<file path="src/rtl/uart_rx_word_assembler.sv">
// UART receive word assembler.
// Packs NBYTES received bytes (little-endian) into one word and presents it on a
// valid/ready handshake through a single output register. A partial word is
// dropped after TOUT_CYCLES cycles of silence. Sticky flags report dropped
// complete words (overrun) and discarded partial words (timeout_err).
module uart_rx_word_assembler #(
  parameter int DBIT        = 8,
  parameter int NBYTES      = 4,
  parameter int TOUT_CYCLES = 1000000,
  parameter int TOUT_W      = 20
) (
  input  logic                   clk,
  input  logic                   reset,
  input  logic                   rx_done,
  input  logic [DBIT-1:0]        din,
  input  logic                   word_ready,
  input  logic                   clr_err,
  output logic [NBYTES*DBIT-1:0] word_out,
  output logic                   word_valid,
  output logic [3:0]             byte_cnt,
  output logic                   overrun,
  output logic                   timeout_err
);

  localparam int                WW        = NBYTES * DBIT;
  localparam logic [3:0]        LAST_LANE = 4'(NBYTES - 1);
  localparam logic [TOUT_W-1:0] TOUT_LAST = TOUT_W'(TOUT_CYCLES - 1);

  typedef enum logic {IDLE, ASSEMBLE} state_t;

  state_t            state, state_nxt;
  logic [WW-1:0]     asm_reg, asm_nxt, word_nxt;
  logic [3:0]        cnt_nxt;
  logic [TOUT_W-1:0] tcnt, tcnt_nxt;
  logic              valid_nxt, ovr_nxt, tout_nxt;
  logic              xfer, complete;

  // Next-state logic: byte capture, timeout, handshake and sticky flags.
  always_comb begin
    state_nxt = state;
    asm_nxt   = asm_reg;
    cnt_nxt   = byte_cnt;
    tcnt_nxt  = tcnt;
    word_nxt  = word_out;
    valid_nxt = word_valid;
    ovr_nxt   = overrun & ~clr_err;
    tout_nxt  = timeout_err & ~clr_err;
    xfer      = word_valid & word_ready;
    complete  = 1'b0;

    if (xfer) valid_nxt = 1'b0;

    case (state)
      IDLE: begin
        tcnt_nxt = '0;
        if (rx_done) begin
          asm_nxt            = '0;
          asm_nxt[DBIT-1:0]  = din;
          cnt_nxt            = 4'd1;
          state_nxt          = ASSEMBLE;
        end
      end
      ASSEMBLE: begin
        if (rx_done) begin
          // A byte arriving on the expiry cycle wins over the timeout.
          tcnt_nxt = '0;
          for (int i = 0; i < NBYTES; i++) begin
            if (byte_cnt == 4'(i)) asm_nxt[i*DBIT +: DBIT] = din;
          end
          if (byte_cnt == LAST_LANE) begin
            complete  = 1'b1;
            cnt_nxt   = 4'd0;
            state_nxt = IDLE;
          end else begin
            cnt_nxt = byte_cnt + 4'd1;
          end
        end else if (tcnt == TOUT_LAST) begin
          asm_nxt   = '0;
          cnt_nxt   = 4'd0;
          tcnt_nxt  = '0;
          tout_nxt  = 1'b1;
          state_nxt = IDLE;
        end else begin
          tcnt_nxt = tcnt + TOUT_W'(1);
        end
      end
      default: state_nxt = IDLE;
    endcase

    // A completed word is loaded only if the output register is free or is
    // being emptied this very cycle; otherwise it is dropped.
    if (complete) begin
      if (!word_valid || xfer) begin
        word_nxt  = asm_nxt;
        valid_nxt = 1'b1;
      end else begin
        ovr_nxt = 1'b1;
      end
      asm_nxt = '0;
    end
  end

  // State and datapath registers; reset discards any partial or pending word.
  always_ff @(posedge clk or posedge reset) begin
    if (reset) begin
      state       <= IDLE;
      asm_reg     <= '0;
      byte_cnt    <= 4'd0;
      tcnt        <= '0;
      word_out    <= '0;
      word_valid  <= 1'b0;
      overrun     <= 1'b0;
      timeout_err <= 1'b0;
    end else begin
      state       <= state_nxt;
      asm_reg     <= asm_nxt;
      byte_cnt    <= cnt_nxt;
      tcnt        <= tcnt_nxt;
      word_out    <= word_nxt;
      word_valid  <= valid_nxt;
      overrun     <= ovr_nxt;
      timeout_err <= tout_nxt;
    end
  end

endmodule

</file>
<file path="config.mk">
export PLATFORM = sky130hd
export DESIGN_NAME = uart_rx_word_assembler
export DESIGN_NICKNAME = d
export VERILOG_FILES = /design/src/rtl/uart_rx_word_assembler.sv
export SDC_FILE = /design/constraint.sdc
export NUM_CORES = 1
export LEC_CHECK = 0
export BUFFER_PORTS_ARGS = -buffer_cell sky130_fd_sc_hd__buf_4
export CAP_MARGIN = 20
export CORE_MARGIN = 2
export CORE_UTILIZATION = 53
export CTS_BUF_LIST = sky130_fd_sc_hd__clkbuf_2
export CTS_CLUSTER_SIZE = 25
export DETAILED_ROUTE_END_ITERATION = 16
export PLACE_DENSITY = 0.77
export SYNTH_ARGS = -nofsm -noshare
export SYNTH_HDL_FRONTEND = slang
export SYNTH_SLANG_ARGS = --single-unit
</file>
<file path="constraint.sdc">
create_clock -name clk -period 2.4 [get_ports clk]
set_input_delay 0.24 -clock clk [delete_from_list [all_inputs] [get_ports clk]]
set_output_delay 0.24 -clock clk [all_outputs]
set_load 0.01 [all_outputs]
</file>
==> impl_results.md, run 1 <==
- Area Growth Syn to Fin: 20.35%
- DRC violations left: 0
- Row Count: 31
- Total Power: 4.678 mW
- HPWL after DPL: 5503 um
- Nets@finish: 441
- CP max FO: 8
- Hold-fix buffers at CTS: 11
- Hold slack: 0.2956 ns
- Crit path buf inv count: 1
- Clock latency at the later pin of the worst-skew pair: 0.53 ns
- Max IR drop VDD: 0.5623 mV
- Worst setup endpoint: asm_reg[19]$_DFF_PP0_
- Critical Path End Type: flop
- Setup TNS Final: 0 ns
- Avg WL per Cell: 15.42 um
- RSZ-0062 raised after global routing: no
- CTS tree: built
- Cell Pwr Density: 1013 nW/um^2
- Vias/cell: 5.435
- Metal2 WL: 4057 um
- Register area share after synthesis: 54.79%
- CTS root buf: clkbuf_2
- Final RePlAce weighted congestion: 0.7899
- Postcts setup bufs: 0
- Status: finished clean
- Most frequent cells after synthesis: dfrtp_1, nand2_1, nor2_1, o21ai_0, mux2i_1
- Register-to-Register Path Depth: 6
- Max Cap Viol: 0
- R2R Path Start: byte_cnt[0]$_DFFE_PP0P_
- Min Tclk post-route: 2.252 ns
- Ys Warns: 0
- Gr ovfl total: 0
- Final worst path period share: 93.82%
- Drt pass-1 iters: 5
- Post-route ant nets: 0
- Top cells by area, synth: dfrtp_1, mux2i_1, a22o_1
- Largest register FFs: 32
- Core ar.: 7137 sq um
- Vias: 2864
- Slowest-stage cell, CP: nor3b_1
- Mapped Nets: 372
- Max Clock Freq: 0.4441 GHz
- Largest net degree at the start of global routing: 63
- Worst-path clk slew: 0.24 ns
- Per-instance average area after synthesis: 10.84 sq um
- Final hold violations: 0
- Ys async rst share: 100.0%
- Tot GR Track Use: 22.45%
- Top cell type's share of synthesized area: 54.79%
- Clock skew: 0.03742 ns
- Die W: 89.08 um
- Slowest cell delay on critical path: 0.84 ns
- Worst hold path type: in2async
- Post-Syn Area: 3836 sq um
- H-tree depth: 3
- First-pass GRT wire length: 13480 um
- Sequence of cells on the critical path: ha_1, nor3b_2, buf_4, nor3b_1, a22o_1, a21o_1
- Top delay family on crit path: simple AND/OR/NAND/NOR gates
- # diodes: 0
- Most common cell in the synthesized netlist: dfrtp_1
- Die Ht: 89.08 um
- Leakage: 2.319 nW
- Routed wl met3: 369 um
- Predominant post-synthesis flop cell: dfrtp_1
- Pin slew with the least headroom to its limit: 1.028 ns
- Number of I/O pins: 52
- Initial Util: 53.75%
- Wl on met1: 3593 um
- Critical path origin: byte_cnt[0]$_DFFE_PP0P_
- Crit path kind: reg2reg
- Slew Viols, Final: 0
- Antenna violations before repair: 0
- WP data required: 2.88 ns
- Synth unique cells: 40
- Rel. slew slack: 31.34%
- I/O Buffers: 51
- WP data arrival: 2.73 ns
- Synthesized instance count: 354
- Startpoint Class: flop
- Post-synth EDFFs: 0
- Max Used Layer: met4
- Clk buf depth: 2
- Routed WL: 8124 um
- Capturing point of the worst reg2reg path: asm_reg[19]$_DFF_PP0_
- Vias in the first global route: 2716
- Seq cells post-synth: 84
- Die area: 7934 sq um
- Largest area contributor in the netlist: dfrtp_1
- R2r setup slk: 0.15 ns
- # resized after CTS: 0
- # setup viols final: 0
- Initial DRC count: 132
- Layout cells sized above 1: 22.43%
- # clock sinks: 84
- Worst path depth: 6
- TritonCTS buffer count: 9
==> tightest hold or removal path, stage by stage <==
cell and delay [ns]:
dlygate4sd3_1 0.54, buf_4 0.14, clkinvlp_4 0.35
==> stage by stage <==
| step | worst slack (ns) | util, % | area, sq um | cells |
|---|---|---|---|---|
| after global placement | 0.2616 | 61.29 | 4374 | 499 |
| after detailed placement | 0.1461 | 61.29 | 4374 | 499 |
| final | 0.1482 | 64.69 | 4617 | 527 |
| after global routing | 0.003204 | 64.69 | 4617 | 527 |
| after CTS | 0.1519 | 64.55 | 4607 | 526 |
| after floorplan | 0.1981 | - | 3840 | 354 |
==> layout make-up <==
cell class / count / area [sq um]
Multi-Input combinational cell: 243 / 1613
Fill cell: 604 / 2520
Clock inverter: 7 / 77.57
Inverter: 11 / 45.04
Tap cell: 99 / 123.9
Clock buffer: 9 / 45.04
Sequential cell: 84 / 2102
Timing Repair Buffer: 74 / 610.6
==> layout by cell type (no fill, tap or decap), types with 3 or more instances in the layout <==
master and n:
ha_1 5, a21o_1 17, or4_1 3, o22ai_1 3, a21oi_1 5, dfrtp_1 84, nor4_1 5, xnor2_1 9
nand3_1 7, nand4_1 9, mux2i_1 25, o21ai_0 28, a22o_1 16, nor3_1 5, nand2_1 37, dlygate4sd3_1 12
clkinv_4 4, inv_1 10, mux2_2 9, xor2_1 5, buf_4 60, clkbuf_2 9, nor3b_1 3, nor2_1 28
==> routing by layer <==
| metal | vias up | global-route usage [%] |
|---|---|---|
| met5 | - | 0 |
| met4 | 0 | 7.327 |
| met3 | 8 | 4.986 |
| met2 | 68 | 35.96 |
| met1 | 1396 | 30.68 |
| li1 | 1392 | - |
==> cell families (layout without fill, tap and decap cells) <==
| kind of cell | count (synthesis) | after routing | share of synthesized area (%) |
|---|---|---|---|
| compound gates | 77 | 77 | 13.37 |
| xor+xnor | 14 | 14 | 3.196 |
| fa+ha+maj | 5 | 5 | 1.631 |
| buf+inv | 27 | 101 | 3.164 |
| flops | 84 | 84 | 54.79 |
| mux | 34 | 34 | 9.165 |
| simple gates | 113 | 113 | 14.68 |
==> power breakdown <==
part           total, mW  leakage [nW]  internal, mW  switching (mW)
combinational       1.80          1.15         0.913           0.884
clock              0.747        0.0720         0.246           0.501
sequential          2.13          1.10          1.85           0.282
total               4.68          2.32          3.01            1.67
==> how the worst min path moves through the flow <==
| stage | startpoint | end | slack (ns) | depth (start not counted) |
|---|---|---|---|---|
| after global routing | reset | tcnt[0]$_DFF_PP0_ | 0.28 | 3 |
| after global placement | reset | word_out[29]$_DFFE_PP0P_ | 0.31 | 2 |
| after CTS | word_ready | word_valid$_DFF_PP0_ | 0.002 | 3 |
| after floorplan | clr_err | overrun$_DFF_PP0_ | 0.34 | 1 |
| after detailed placement | reset | word_out[29]$_DFFE_PP0P_ | 0.32 | 2 |
| final | reset | word_out[29]$_DFFE_PP0P_ | 0.30 | 3 |
No activity file was read; power rests on OpenSTA's default activity.
==> inputs of run 2 (changes only) <==
--- a/config.mk
+++ b/config.mk
@@ -5,7 +5,7 @@
 export SDC_FILE = /design/constraint.sdc
 export NUM_CORES = 1
 export LEC_CHECK = 0
-export BUFFER_PORTS_ARGS = -buffer_cell sky130_fd_sc_hd__buf_4
+export BUFFER_PORTS_ARGS = -buffer_cell sky130_fd_sc_hd__buf_2
 export CAP_MARGIN = 20
 export CORE_MARGIN = 2
 export CORE_UTILIZATION = 53
==> impl_results.md, run 2 (synthesis results as in run 1) <==
- Status: finished clean
- Tot GR Track Use: 22.52% (+0.072 points)
- DRC violations left: 0 (unchanged)
- Vias in the first global route: 2783 (+2.5%)
- Die Ht: 89.08 um (unchanged)
- Vias: 2868 (+0.14%)
- Largest register FFs: 32 (unchanged)
- # diodes: 0 (unchanged)
- Crit path kind: reg2reg
- Initial Util: 53.75% (unchanged)
- Slew Viols, Final: 0 (unchanged)
- Placed Instances: 500 (+0.20%)
- Setup TNS Final: 0 ns (unchanged)
- Final RePlAce weighted congestion: 0.7942 (+0.54%)
- Clk buf depth: 2 (unchanged)
- Drt pass-1 iters: 4 (-1)
- CTS tree: built
- Final worst path period share: 92.67% (-1.2 points)
- Post-route ant nets: 0 (unchanged)
- Max Cap Viol: 0 (unchanged)
- Hold Path Depth: 2
- Final hold violations: 0 (unchanged)
- Die W: 89.08 um (unchanged)
- Clock skew: 0.03654 ns (-0.0008823 ns)
- Fin util: 62.68% (-2.0 points)
- Clock latency at the later pin of the worst-skew pair: 0.57 ns (+0.04 ns)
- Critical Path End Type: flop
- WP data required: 2.91 ns (+0.03 ns)
- Number of I/O pins: 52 (unchanged)
- Core ar.: 7137 sq um (unchanged)
- Max IR drop VDD: 0.4467 mV (-21%)
- Area Growth Syn to Fin: 16.60%
- Pin slew with the least headroom to its limit: 1.012 ns (-0.01583 ns)
- Leakage: 2.283 nW (-1.5%)
- WP data arrival: 2.73 ns (about the same)
- Commonest non-fill, non-tap cell in the layout: dfrtp_1
- Startpoint Class: flop
- Row Count: 31 (unchanged)
- H-tree depth: 3 (unchanged)
- Antenna violations before repair: 0 (unchanged)
- Nets@finish: 439 (-0.45%)
- # setup viols final: 0 (unchanged)
- Final non-filler cell total: 525 (-0.38%)
- Largest net degree at the start of global routing: 57 (-9.5%)
- Fin area: 4473 sq um (-3.1%)
- HPWL after DPL: 5596 um (+1.7%)
- Max Clock Freq: 0.4496 GHz (+1.2%)
- Reg area: 2103 sq um (about the same)
- Most frequent cells in the layout: dfrtp_1, buf_2, nand2_1
- Gr ovfl total: 0 (unchanged)
- Avg WL per Cell: 15.37 um (-0.29%)
- I/O Buffers: 51 (unchanged)
- # clock sinks: 84 (unchanged)
- First-pass GRT wire length: 13460 um (-0.15%)
- Min Tclk post-route: 2.224 ns (-0.02776 ns)
- CP max FO: 6 (-2)
- Die area: 7934 sq um (unchanged)
- Layout cells sized above 1: 23.00% (+0.57 points)
- Worst hold path type: in2reg
- Footprint of the multi-input gates: 1619 sq um (+0.39%)
- Register-to-Register Path Depth: 6 (unchanged)
- Cell Pwr Density: 1013 nW/um^2 (about the same)
- Routed WL: 8070 um (-0.66%)
- Layout fillers: 637 (+5.5%)
- Initial DRC count: 110 (-17%)
- Worst-path clk slew: 0.22 ns (-0.02 ns)
- CTS root buf: clkbuf_2
- TritonCTS buffer count: 9 (unchanged)
- Rel. slew slack: 32.40% (+1.1 points)
- RSZ-0062 raised after global routing: no
- Vias/cell: 5.463 (+0.52%)
- Dpl cell area: 4254 sq um (-2.7%)
run 2: changes by cell type in the layout (fill, tap and decap cells not counted), sizes merged:
cell / previous run / this run
dlygate4sd3: 12 / 9
clkinv: 5 / 3
buf: 62 / 63
clkinvlp: 2 / 3
inv: 10 / 11
run 2: report_power, final:
group	total (mW)	leakage [nW]	switching, mW	internal, mW
sequential	2.12	1.10	0.265	1.85
clock	0.761	0.0685	0.517	0.245
combinational	1.65	1.11	0.882	0.771
run 2: final cells by class:
type / count / share of cell area, %
Tap cell: 99 / 2.769
Clock inverter: 7 / 1.706
Sequential cell: 84 / 47.02
Timing Repair Buffer: 72 / 10.29
Inverter: 11 / 1.007
Multi-Input combinational cell: 243 / 36.20
Clock buffer: 9 / 1.007
run 2: path summary, 6_finish.rpt:
check / to / slack (ns) / startpoint
max: overrun$_DFF_PP0_ / 0.18 / byte_cnt[1]$_DFFE_PP0P_
min: word_out[28]$_DFFE_PP0P_ / 0.03 / din[4]
max reg2reg: overrun$_DFF_PP0_ / 0.18 / byte_cnt[1]$_DFFE_PP0P_
min reg2reg: word_out[20]$_DFFE_PP0P_ / 0.51 / word_out[20]$_DFFE_PP0P_
max in group asynchronous: word_out[31]$_DFFE_PP0P_ / 1.30 / reset
min in group asynchronous: tcnt[4]$_DFF_PP0_ / 0.35 / reset
run 2: through the flow:
step           worst slack (ns)  hold slack, ns  power [mW]
2_1_floorplan            0.1981          0.3390       3.183
3_3_place_gp             0.2745          0.4443       3.712
3_5_place_dp             0.2195          0.4461       3.798
4_1_cts                  0.1605        0.002251       4.563
5_1_grt                 0.03329         0.01262       4.855
6_report                 0.1760         0.03072       4.532
run 2: per-layer routing:
layer / track usage (%) / up-vias / routed length, um
met5: 0 / - / 0
met1: 30.13 / 1406 / 3607
met4: 10.72 / 0 / 158
met3: 4.247 / 18 / 279
li1: - / 1386 / -
met2: 35.69 / 58 / 4025
run 2: repair_timing:
action,CTS,global route
endpoints found under the setup margin,0,1
hold endpoints to repair,47,0
resized for setup,0,2
buffers inserted,0,0
hold buffers,9,0
run 2: critical path: stages, from the launching register on:
cell and delay (ns):
dfrtp_1 0.48, ha_1 0.22, nor3b_4 0.31, buf_4 0.19
nand3_1 0.17, o22ai_1 0.22, dlygate4sd3_1 0.59
==> inputs of run 3 (changes only) <==
==> constraint.sdc (replaced) <==
create_clock -name clk -period 2 [get_ports clk]
set_input_delay 0.2 -clock clk [delete_from_list [all_inputs] [get_ports clk]]
set_output_delay 0.2 -clock clk [all_outputs]
set_load 0.01 [all_outputs]
==> impl_results.md, run 3 (synthesis results as in run 1) <==
- Worst hold path type: in2reg
- Max Clock Freq: 0.4762 GHz (+5.9%)
- Slowest-stage cell, CP: or4b_4
- HPWL after DPL: 5700 um (+1.9%)
- Initial Util: 53.75% (unchanged)
- Critical Path End Type: flop
- CTS tree: built
- Clock latency at the later pin of the worst-skew pair: 0.52 ns (-0.05 ns)
- Post-route ant nets: 0 (unchanged)
- Cell Pwr Density: 1186 nW/um^2 (+17%)
- DRC violations left: 0 (unchanged)
- Slew Viols, Final: 0 (unchanged)
- Fin area: 4697 sq um (+5.0%)
- Antenna violations before repair: 0 (unchanged)
- Layout cells sized above 1: 28.06% (+5.1 points)
- H-tree depth: 3 (unchanged)
- Worst-path clk slew: 0.24 ns (+0.02 ns)
- Hold slack: 0.04845 ns (+0.01773 ns)
- Startpoint Class: flop
- Vias in the first global route: 2753 (-1.1%)
- Vias/cell: 5.391 (-1.3%)
- Final worst path period share: 105.0% (+12 points)
- Commonest non-fill, non-tap cell in the layout: dfrtp_1
- Tot GR Track Use: 22.64% (+0.12 points)
- Row Count: 31 (unchanged)
- I/O Buffers: 51 (unchanged)
- CTS root buf: clkbuf_2
- Final hold violations: 0 (unchanged)
- Max Cap Viol: 0 (unchanged)
- Drt pass-1 iters: 4 (unchanged)
- Most frequent cells in the layout: dfrtp_1, buf_2, nand2_1
- Number of I/O pins: 52 (unchanged)
- Sequence of cells on the critical path: or4b_4, or4_4, o31a_1, buf_4, a32o_1
- WP data required: 2.42 ns (-0.49 ns)
- Pin slew with the least headroom to its limit: 0.5463 ns (-0.4655 ns)
- # setup viols final: 38 (+38)
- Die Ht: 89.08 um (unchanged)
- Failing checks: negative setup slack
- Post-route setup slack: -0.09995 ns (-0.2759 ns)
- RSZ-0062 raised after global routing: yes
- Die W: 89.08 um (unchanged)
- Die area: 7934 sq um (unchanged)
- Hold Path Depth: 3 (+1)
- DP Worst Slack: -0.1099 ns (-0.3294 ns)
- Routed WL: 8430 um (+4.5%)
- Nets@finish: 462 (+5.2%)
- Clock skew: 0.03025 ns (-0.006289 ns)
- Min Tclk post-route: 2.100 ns (-0.1241 ns)
- Vias: 2954 (+3.0%)
- # diodes: 0 (unchanged)
- Rel. slew slack: 63.42% (+31 points)
- Dpl cell area: 4417 sq um (+3.8%)
- WP data arrival: 2.52 ns (-0.21 ns)
- CP max FO: 3 (-3)
- First-pass GRT wire length: 13590 um (+0.97%)
- Gr ovfl total: 0 (unchanged)
- Status: finished with violations
- Leakage: 2.418 nW (+5.9%)
- Largest net degree at the start of global routing: 53 (-7.0%)
- Slowest cell delay on critical path: 0.53 ns (-0.06 ns)
- TritonCTS buffer count: 9 (unchanged)
- Final RePlAce weighted congestion: 0.8363 (+5.3%)
- Initial DRC count: 220 (+100%)
- Core ar.: 7137 sq um (unchanged)
- Crit path kind: reg2reg
- # clock sinks: 84 (unchanged)
- Clk buf depth: 2 (unchanged)
- Register-to-Register Path Depth: 5 (-1)
- Area Growth Syn to Fin: 22.44%
- Max IR drop VDD: 0.7939 mV (+78%)
- Avg WL per Cell: 15.38 um (about the same)
- Largest register FFs: 32 (unchanged)
## run 3: layout make-up
cell class,count,area [sq um]
repair buffers,95,653.1
clock buffers,10,50.05
fillers,556,2440
flip-flops and latches,84,2103
well taps,99,123.9
inverters,11,45.04
multi-input cells,243,1658
clock inverters,6,63.81
## run 3: worst max-delay path, delay by kind of cell (launching register included)
kind / cells / cell delay [ns]
simple gates: 2 / 0.96
compound gates: 2 / 0.48
flops: 1 / 0.43
buf+inv: 1 / 0.15
## run 3: worst paths after layout
check	from	end	slack, ns
worst min register to register	tcnt[0]$_DFF_PP0_	tcnt[0]$_DFF_PP0_	0.49
max in group asynchronous	reset	byte_cnt[1]$_DFFE_PP0P_	1.27
min in group asynchronous	reset	word_out[5]$_DFFE_PP0P_	0.15
worst max-delay path	tcnt[7]$_DFF_PP0_	byte_cnt[1]$_DFFE_PP0P_	-0.1
worst max register to register	tcnt[7]$_DFF_PP0_	byte_cnt[1]$_DFFE_PP0P_	-0.1
worst min-delay path	din[5]	word_out[21]$_DFFE_PP0P_	0.05
## run 3: metrics by stage
| step | power, mW | utilization [%] | cells | setup TNS (ns) |
|---|---|---|---|---|
| floorplan | 3.821 | - | 354 | -3.478 |
| global placement | 4.535 | 61.89 | 520 | -0.5113 |
| detailed placement | 4.636 | 61.89 | 520 | -1.923 |
| CTS | 5.542 | 65.11 | 544 | -0.9176 |
| global route | 5.949 | 65.81 | 548 | -3.379 |
| finish | 5.571 | 65.81 | 548 | -1.235 |
## run 3: what timing repair did
item,4_1_cts,5_1_grt
gates resized for setup,8,5
endpoints found under the setup margin,44,58
pin swaps,2,0
hold buffers,7,2
endpoints found under the hold margin,91,2
buffers inserted,1,2
## run 3: layer usage
metal,wire length [um],vias up,track usage (%)
met1,3805,1434,31.58
li1,-,1439,-
met3,314,13,4.155
met4,146,0,7.734
met2,4164,68,36.02
met5,0,-,0
## run 3: where the power goes
part	switching, mW	internal [mW]	leakage, nW
clock network	0.592	0.295	0.0699
registers	0.308	2.22	1.10
logic	1.12	1.03	1.25
